## src/rtl/dual_cam_sdram_arb.sv

```systemverilog
// Burst arbiter sharing one SDRAM command port between two camera writers and a display reader.
// Optional macro ARB_RD_PRIORITY_EN: reads win outright, writers round-robin among themselves.
module dual_cam_sdram_arb #(
    parameter int BURST_LEN = 512,
    parameter int AW        = 24
) (
    input  logic          clk,
    input  logic          rst_n,
    input  logic          init_done,
    input  logic          wr0_req,
    input  logic          wr1_req,
    input  logic          rd_req,
    input  logic [AW-1:0] max_addr,
    input  logic [AW-1:0] wr1_base,
    output logic          cmd_valid,
    input  logic          cmd_ready,
    output logic          cmd_write,
    output logic [AW-1:0] cmd_addr,
    output logic [9:0]    cmd_len,
    input  logic          cmd_done,
    output logic [2:0]    gnt
);
    typedef enum logic [1:0] {IDLE, ARB, CMD, BUSY} state_t;

    localparam logic [2:0] GNT_WR0 = 3'b001;
    localparam logic [2:0] GNT_WR1 = 3'b010;
    localparam logic [2:0] GNT_RD  = 3'b100;
    localparam logic [AW:0] STEP   = (AW+1)'(BURST_LEN);

    state_t        state;
    logic [AW-1:0] wr0_addr;
    logic [AW-1:0] wr1_addr;
    logic [AW-1:0] rd_addr;
    logic          wr1_init;
    logic [AW-1:0] wr1_cur;
    logic [AW:0]   wr1_end;
    logic [2:0]    win;
`ifdef ARB_RD_PRIORITY_EN
    logic          last_wr;
`else
    logic [1:0]    last_gnt;
`endif

    assign cmd_len = 10'(BURST_LEN);
    // wr1 start address is taken from wr1_base the first time ARB is visited after reset
    assign wr1_cur = wr1_init ? wr1_base : wr1_addr;
    assign wr1_end = {1'b0, wr1_base} + {1'b0, max_addr};

    function automatic logic [AW-1:0] next_addr(input logic [AW-1:0] addr,
                                                input logic [AW-1:0] start,
                                                input logic [AW:0]   stop);
        logic [AW:0] sum;
        sum = {1'b0, addr} + STEP;
        return (sum >= stop) ? start : sum[AW-1:0];
    endfunction

    always_comb begin
        win = 3'b000;
`ifdef ARB_RD_PRIORITY_EN
        if (rd_req)                                  win = GNT_RD;
        else if (wr0_req && (last_wr || !wr1_req))   win = GNT_WR0;
        else if (wr1_req)                            win = GNT_WR1;
`else
        // search order starts just after the last granted port: wr0 -> wr1 -> rd
        case (last_gnt)
            2'd0:    win = wr1_req ? GNT_WR1 : rd_req  ? GNT_RD  : wr0_req ? GNT_WR0 : 3'b000;
            2'd1:    win = rd_req  ? GNT_RD  : wr0_req ? GNT_WR0 : wr1_req ? GNT_WR1 : 3'b000;
            default: win = wr0_req ? GNT_WR0 : wr1_req ? GNT_WR1 : rd_req  ? GNT_RD  : 3'b000;
        endcase
`endif
    end

    always_ff @(posedge clk or negedge rst_n) begin
        if (!rst_n) begin
            state     <= IDLE;
            gnt       <= 3'b000;
            cmd_valid <= 1'b0;
            cmd_write <= 1'b0;
            cmd_addr  <= '0;
            wr0_addr  <= '0;
            wr1_addr  <= '0;
            rd_addr   <= '0;
            wr1_init  <= 1'b1;
`ifdef ARB_RD_PRIORITY_EN
            last_wr   <= 1'b1;
`else
            last_gnt  <= 2'd2;
`endif
        end else begin
            case (state)
                IDLE: if (init_done) state <= ARB;
                ARB: begin
                    if (wr1_init) begin
                        wr1_addr <= wr1_base;
                        wr1_init <= 1'b0;
                    end
                    if (!init_done) begin
                        state <= IDLE;
                    end else if (win != 3'b000) begin
                        gnt       <= win;
                        cmd_valid <= 1'b1;
                        cmd_write <= !win[2];
                        cmd_addr  <= win[0] ? wr0_addr : (win[1] ? wr1_cur : rd_addr);
                        state     <= CMD;
                    end
                end
                CMD: if (cmd_ready) begin
                    cmd_valid <= 1'b0;
                    state     <= BUSY;
                end
                BUSY: if (cmd_done) begin
                    // cmd_addr still holds this burst's start, so advance from it
                    if (gnt[0]) wr0_addr <= next_addr(cmd_addr, '0, {1'b0, max_addr});
                    if (gnt[1]) wr1_addr <= next_addr(cmd_addr, wr1_base, wr1_end);
                    if (gnt[2]) rd_addr  <= next_addr(cmd_addr, '0, wr1_end);
`ifdef ARB_RD_PRIORITY_EN
                    if (!gnt[2]) last_wr <= gnt[1];
`else
                    last_gnt <= gnt[0] ? 2'd0 : (gnt[1] ? 2'd1 : 2'd2);
`endif
                    gnt   <= 3'b000;
                    state <= init_done ? ARB : IDLE;
                end
                default: state <= IDLE;
            endcase
        end
    end
endmodule

```

## config.mk

```make
export PLATFORM = sky130hd
export DESIGN_NAME = dual_cam_sdram_arb
export DESIGN_NICKNAME = d
export VERILOG_FILES = /design/src/rtl/dual_cam_sdram_arb.sv
export SDC_FILE = /design/constraint.sdc
export NUM_CORES = 1
export LEC_CHECK = 0
export BUFFER_PORTS_ARGS = -buffer_cell sky130_fd_sc_hd__buf_2
export CAP_MARGIN = 30
export CORE_MARGIN = 3
export CORE_UTILIZATION = 50
export DETAILED_ROUTE_END_ITERATION = 8
export PLACE_DENSITY_LB_ADDON = 0.12
export SLEW_MARGIN = 30
export SYNTH_ARGS = -nofsm -noshare
export SYNTH_HDL_FRONTEND = slang
export SYNTH_SLANG_ARGS = --single-unit
```

## constraint.sdc

```tcl
create_clock -name clk -period 5.75 [get_ports clk]
set_clock_uncertainty 0.1 [all_clocks]
set_input_delay 0.2875 -clock clk [delete_from_list [all_inputs] [get_ports clk]]
set_output_delay 0.2875 -clock clk [all_outputs]
set_load 0.1 [all_outputs]
```

Word level (Yosys, flattened, before mapping):

Index checks and enable logic that the tools add are counted.

* add/sub/neg operators: 2
* multiply operators: 0
* div/mod/pow operators: 0
* $lt $le $gt $ge: 2
* equality and inequality tests: 11
* shift-type cells: 0
* muxes and demuxes: 36
* bitwise operators: 0
* reduce and logical (&&, ||, !) cells: 14

Operators by type and width (count)
* 2-to-1 mux 24 bit: 8
* case mux 24 bit (2 select lines): 1
* 2-to-1 mux 3 bit: 9
* adder 24 x 10 -> 25 bit, second input constant: 1
* adder 24 x 24 -> 25 bit: 1
* greater-or-equal comparator 25 x 24 -> 1 bit: 1
* greater-or-equal comparator 25 bit: 1
* 2-to-1 mux 2 bit: 9
* != test 2 bit, second input constant: 6
* case mux 3 bit (2 select lines): 2
* AND reduction 3 bit: 4
* AND reduction 4 bit: 3
* case mux 2 bit (4 select lines): 1
* 2-to-1 mux 1 bit: 5
* equality test 2 x 1 -> 1 bit, second input constant: 2
* equality test 2 bit, second input constant: 2
* zero test 2 bit: 2
* nonzero test 2 bit: 2
* != test 3 bit, second input constant: 1
* nonzero test 3 bit: 1
* case mux 1 bit (2 select lines): 1
* AND reduction 2 bit: 1
* zero test 1 bit: 1

* flip-flop bits (word level): 106
* bits in latches: 0
* RAM bits: 0
* ROM bits: 0
* input bits: 56
* output and inout bits: 39
* word-level logic and storage cells: 75
* memories kept: 0

Logic depth before layout (Yosys ltp):

* word-level depth: 8
* depth in mapped cells: 20
* gate-level depth less buffers: 18

Worst setup path after synthesis:

No wires, ideal clock.

* path kind: reg2reg
* from: register cmd_addr[12]
* to: register wr0_addr[1]
* library setup time: 0.069 ns
* data arrival time: 3.971 ns
* data required time: 5.581 ns
* slack: 1.610 ns
* stages on the path, launching flop included: 15
* path buffers: 1
* clock period less this slack: 4.140 ns
* cells stage by stage: dfrtp_1 -> and3_1 -> nand3_1 -> inv_1 -> and3_1 -> xor2_1 -> ha_1 -> and4_4 -> and4_4 -> a221oi_2 -> o21ai_2 -> a211oi_4 -> nor3b_4 -> buf_6 -> a22o_1

* word-level cells in the longest chain between the ends: 3

RTL lines
* from (decl): RTL line 18 `output logic [AW-1:0] cmd_addr,`
* from (signal assigned): RTL line 103 `cmd_addr <= win[0] ? wr0_addr : (win[1] ? wr1_cur : rd_addr);`
* adder 24 x 10 -> 25 bit: RTL line 53 `sum = {1'b0, addr} + STEP;`
* greater-or-equal comparator 25 x 24 -> 1 bit: RTL line 54 `return (sum >= stop) ? start : sum[AW-1:0];`
* 2-to-1 mux 24 bit: RTL line 54
* to (signal assigned): RTL line 113 `if (gnt[0]) wr0_addr <= next_addr(cmd_addr, '0, {1'b0, max_addr});`
* to (decl): RTL line 31 `logic [AW-1:0] wr0_addr;`

No other way between the ends.
A chain may end at the register's enable or synchronous reset.

Worst setup path after layout:

* from: input port max_addr[0]
* to: register wr1_addr[20]

* word-level cells in the longest chain between the ends: 6

RTL lines
* from (decl): RTL line 13 `input logic [AW-1:0] max_addr,`
* adder 24 x 24 -> 25 bit: RTL line 47 `assign wr1_end = {1'b0, wr1_base} + {1'b0, max_addr};`
* greater-or-equal comparator 25 bit: RTL line 54
* 2-to-1 mux 24 bit: RTL line 54
* 2-to-1 mux 24 bit: RTL line 114 `if (gnt[1]) wr1_addr <= next_addr(cmd_addr, wr1_base, wr1_end);`
* 2-to-1 mux 24 bit: RTL line 111 `BUSY: if (cmd_done) begin`
* case mux 24 bit (2 select lines): RTL line 90 `case (state)`
* to (signal assigned): RTL line 94 `wr1_addr <= wr1_base;`
* to (signal assigned): RTL line 114
* to (decl): RTL line 32 `logic [AW-1:0] wr1_addr;`

No other way between the ends. The select of a mux whose other input is x is not followed.

==> flow_metrics.env <==
export IMPL_io_buffer_count=84
export IMPL_seq_area_frac_synth_pct=34.1
export IMPL_clock_fmax_ghz=0.225
export IMPL_ctsHoldBuffers=1
export IMPL_cts_resized=0
export IMPL_grt_max_degree=55
export IMPL_vdd_ir_drop_max_mv=0.339
export IMPL_clk_pin_slew_ns=0.07
export IMPL_drc=0
export IMPL_leakagePower_nw=4.08
export IMPL_postCtsSetupBuffers=0
export IMPL_p_clk_share_pct=13.4
export IMPL_nets=1111
export IMPL_final_cells=1169
export IMPL_synthFlopType="dfrtp_1"
export IMPL_syn_avg_cell_area_um2=8.53
export IMPL_place_gp_congestion=0.901
export IMPL_status="completed"
export IMPL_core_area_um2=14900
export IMPL_synth_top_area_share_pct=33.4
export IMPL_multi_input_area_um2=4790
export IMPL_whs_ns=0.106
export IMPL_crit_fanout=37
export IMPL_drv_cap=0
export IMPL_area_delta_synth_final_pct=12.3
export IMPL_hold_viol_final=0
export IMPL_dieWidth_um=131
export IMPL_synth_common_cells="a21oi_1, nand2_1, dfrtp_1"
export IMPL_final_seq_area_um2=2660
export IMPL_first_iter_violations=492
export IMPL_cts_tree="yes"
export IMPL_period_needed_ns=4.45
export IMPL_crit_slowest_cell="o21ai_0"
export IMPL_path_cells="buf_2, ha_1, inv_1, fa_1, nor2b_1, o21a_1, o211ai_1, a21oi_1, o21ai_0, o21ai_0, xnor2_1, ha_1, a21oi_1, o21ai_0, a2111oi_0, nor3_1, a211oi_4, buf_4, mux2i_1, a21oi_1"
export IMPL_max_stage_delay_ns=0.58
export IMPL_antenna_cells=0
export IMPL_routed_wl_um=21200
export IMPL_end_kind="register"
export IMPL_die_h_um=131
export IMPL_wl_per_cell_um=18.1
export IMPL_final_area_um2=8750
export IMPL_viasPerCell=6.02
export IMPL_place_inst=1152
export IMPL_dieArea_um2=17100
export IMPL_synth_most_common_cell="a21oi_1"
export IMPL_netSwitchingPower_mw=2.70
export IMPL_slew_limit_headroom_pct=40.8
export IMPL_p_sw_share_pct=52.2
export IMPL_setup_violations_final=0
export IMPL_comb_power_share_pct=58.9
export IMPL_cp_buffers_inverters=3
export IMPL_drt_pass1_iter_count=5
export IMPL_cts_buffers=9
export IMPL_track_usage_pct=25.1
export IMPL_layout_drive_gt1_share_pct=14.2
export IMPL_htreeDepth=3
export IMPL_synth_top_area_cell="dfrtp_1"
export IMPL_maxSlewViolCount=0
export IMPL_grt_overflow_total=0
export IMPL_tns_ns=0
export IMPL_rsz0062_at_grt="false"
export IMPL_yosys_warnings=0
export IMPL_synthArstFlopShare_pct=100
export IMPL_syn_inst=913
export IMPL_synth_distinct_cells=61
export IMPL_synth_edf_count=0
export IMPL_cp_required_ns=5.88
export IMPL_synth_seq_cells=106
export IMPL_arrival_ns=4.58
export IMPL_fin_crit_sh_pct=77.3
export IMPL_synth_area_um2=7790
export IMPL_grt_pass1_wl_um=34100
export IMPL_num_vias=7036
export IMPL_critPathLaunchType="primary input"
export IMPL_cp_top_family="compound AO/OA/AOI/OAI gates"
export IMPL_clockBufferDepth=2
export IMPL_rows=44
export IMPL_clock_latency_ns=0.35
export IMPL_cts_sinks=106
export IMPL_worstMarginPinSlew_ns=0.886
export IMPL_seq_power_share_pct=27.8
export IMPL_ant_nets=0
export IMPL_p_int_mw=2.47
export IMPL_pin_count=95
export IMPL_critPathKind="primary input to register"
export IMPL_hold_path_class="primary input to register"
export IMPL_cellPowerDensity_nw_per_um2=591
export IMPL_hpwl_um=15600
export IMPL_fillCellCount=1390
export IMPL_initial_utilization_pct=52.4
export IMPL_synth_area_top_cells="dfrtp_1, ha_1, a21oi_1"
export IMPL_post_dp_cell_area_um2=8390
export IMPL_antenna_found_initial=0
export IMPL_totalPowerFinal_mw=5.17
export IMPL_cts_root_buffer="clkbuf_16"
export IMPL_grt_pass1_vias=6529
[worst min-delay path: stages]
cell and delay, ns:
buf_2 0.09, inv_1 0.06, a31oi_1 0.08
[placed cells by master (no fill, tap or decap), types with 5 or more instances in the layout]
cell type,instances
a211oi_1,26
a21o_1,15
a21oi_1,123
a22o_1,17
a31oi_1,15
a32o_1,7
buf_2,83
buf_4,19
clkbuf_16,9
conb_1,10
dfrtp_1,104
ha_1,74
inv_1,38
mux2i_1,37
nand2_1,103
nand2b_1,5
nand3_1,14
nand4_1,11
nor2_1,74
nor2b_1,10
nor3_1,7
o21a_1,6
o21ai_0,52
o22ai_1,26
xnor2_1,21
xor2_1,10
[kinds of logic after synthesis]
group | Yosys count | synth area share (%)
buf+inv | 94 | 5.24
xor+xnor | 31 | 3.49
fa+ha+maj | 75 | 12.1
other cells | 2 | 0.0964
simple gates | 250 | 14.4
flops | 106 | 34.1
compound gates | 316 | 25.5
mux | 39 | 5.04
[power by group through the flow]
stage / clock network (mW) / registers (mW) / logic (mW)
6_report: 0.692 / 1.44 / 3.05
3_3_place_gp: 0 / 1.43 / 2.98
4_1_cts: 0.702 / 1.43 / 3.04
2_1_floorplan: 0 / 2.07 / 1.62
5_1_grt: 0.728 / 1.48 / 3.34
3_5_place_dp: 0 / 1.44 / 3.03
[final cells by class]
type                    instances  area share (%)
clock inverters                 4           0.830
inverters                      38            1.63
flip-flops and latches        106            30.3
repair buffers                104            6.81
well taps                     184            2.63
clock buffers                  12            3.05
multi-input cells             721            54.7
[path summary, 6_finish.rpt]
kind / from / to / slack, ns / depth (start not counted)
hold / removal: cmd_ready / state[0]$_DFFE_PN0P_ / 0.11 / 3
hold reg to reg: rd_addr[17]$_DFFE_PN0P_ / rd_addr[17]$_DFFE_PN0P_ / 0.38 / 2
setup / recovery: max_addr[0] / wr1_addr[20]$_DFFE_PN0P_ / 1.30 / 20
min in group asynchronous: rst_n / wr0_addr[6]$_DFFE_PN0P_ / 0.42 / 2
max in group asynchronous: rst_n / cmd_addr[22]$_DFFE_PN0P_ / 3.98 / 3
setup reg to reg: cmd_addr[11]$_DFFE_PN0P_ / wr0_addr[15]$_DFFE_PN0P_ / 1.51 / 14
[state kept, by name (all words and copies together) (netlist names), named ones only]
name,cells
cmd_addr,24
rd_addr,24
wr0_addr,24
wr1_addr,24
gnt,3
last_gnt,2
cmd_valid,1
cmd_write,1
state,1
wr1_init,1
[metal layers]
| layer | share of wire (%) | vias to the layer above | GRT usage (%) |
|---|---|---|---|
| met5 | 0 | - | 0 |
| met4 | 1.9 | 0 | 7.02 |
| met3 | 6.5 | 22 | 2.52 |
| met2 | 42 | 219 | 36.7 |
| met1 | 50 | 3348 | 39.4 |
| li1 | - | 3447 | - |
[per-stage QoR]
step / worst slack, ns / util, %
final: 1.30 / 58.9
after CTS: 1.38 / 58.8
after floorplan: 1.61 / -
after global routing: 0.890 / 58.9
after global placement: 1.10 / 56.3
after detailed placement: 1.02 / 56.5
No activity file was read; power rests on OpenSTA's default activity.
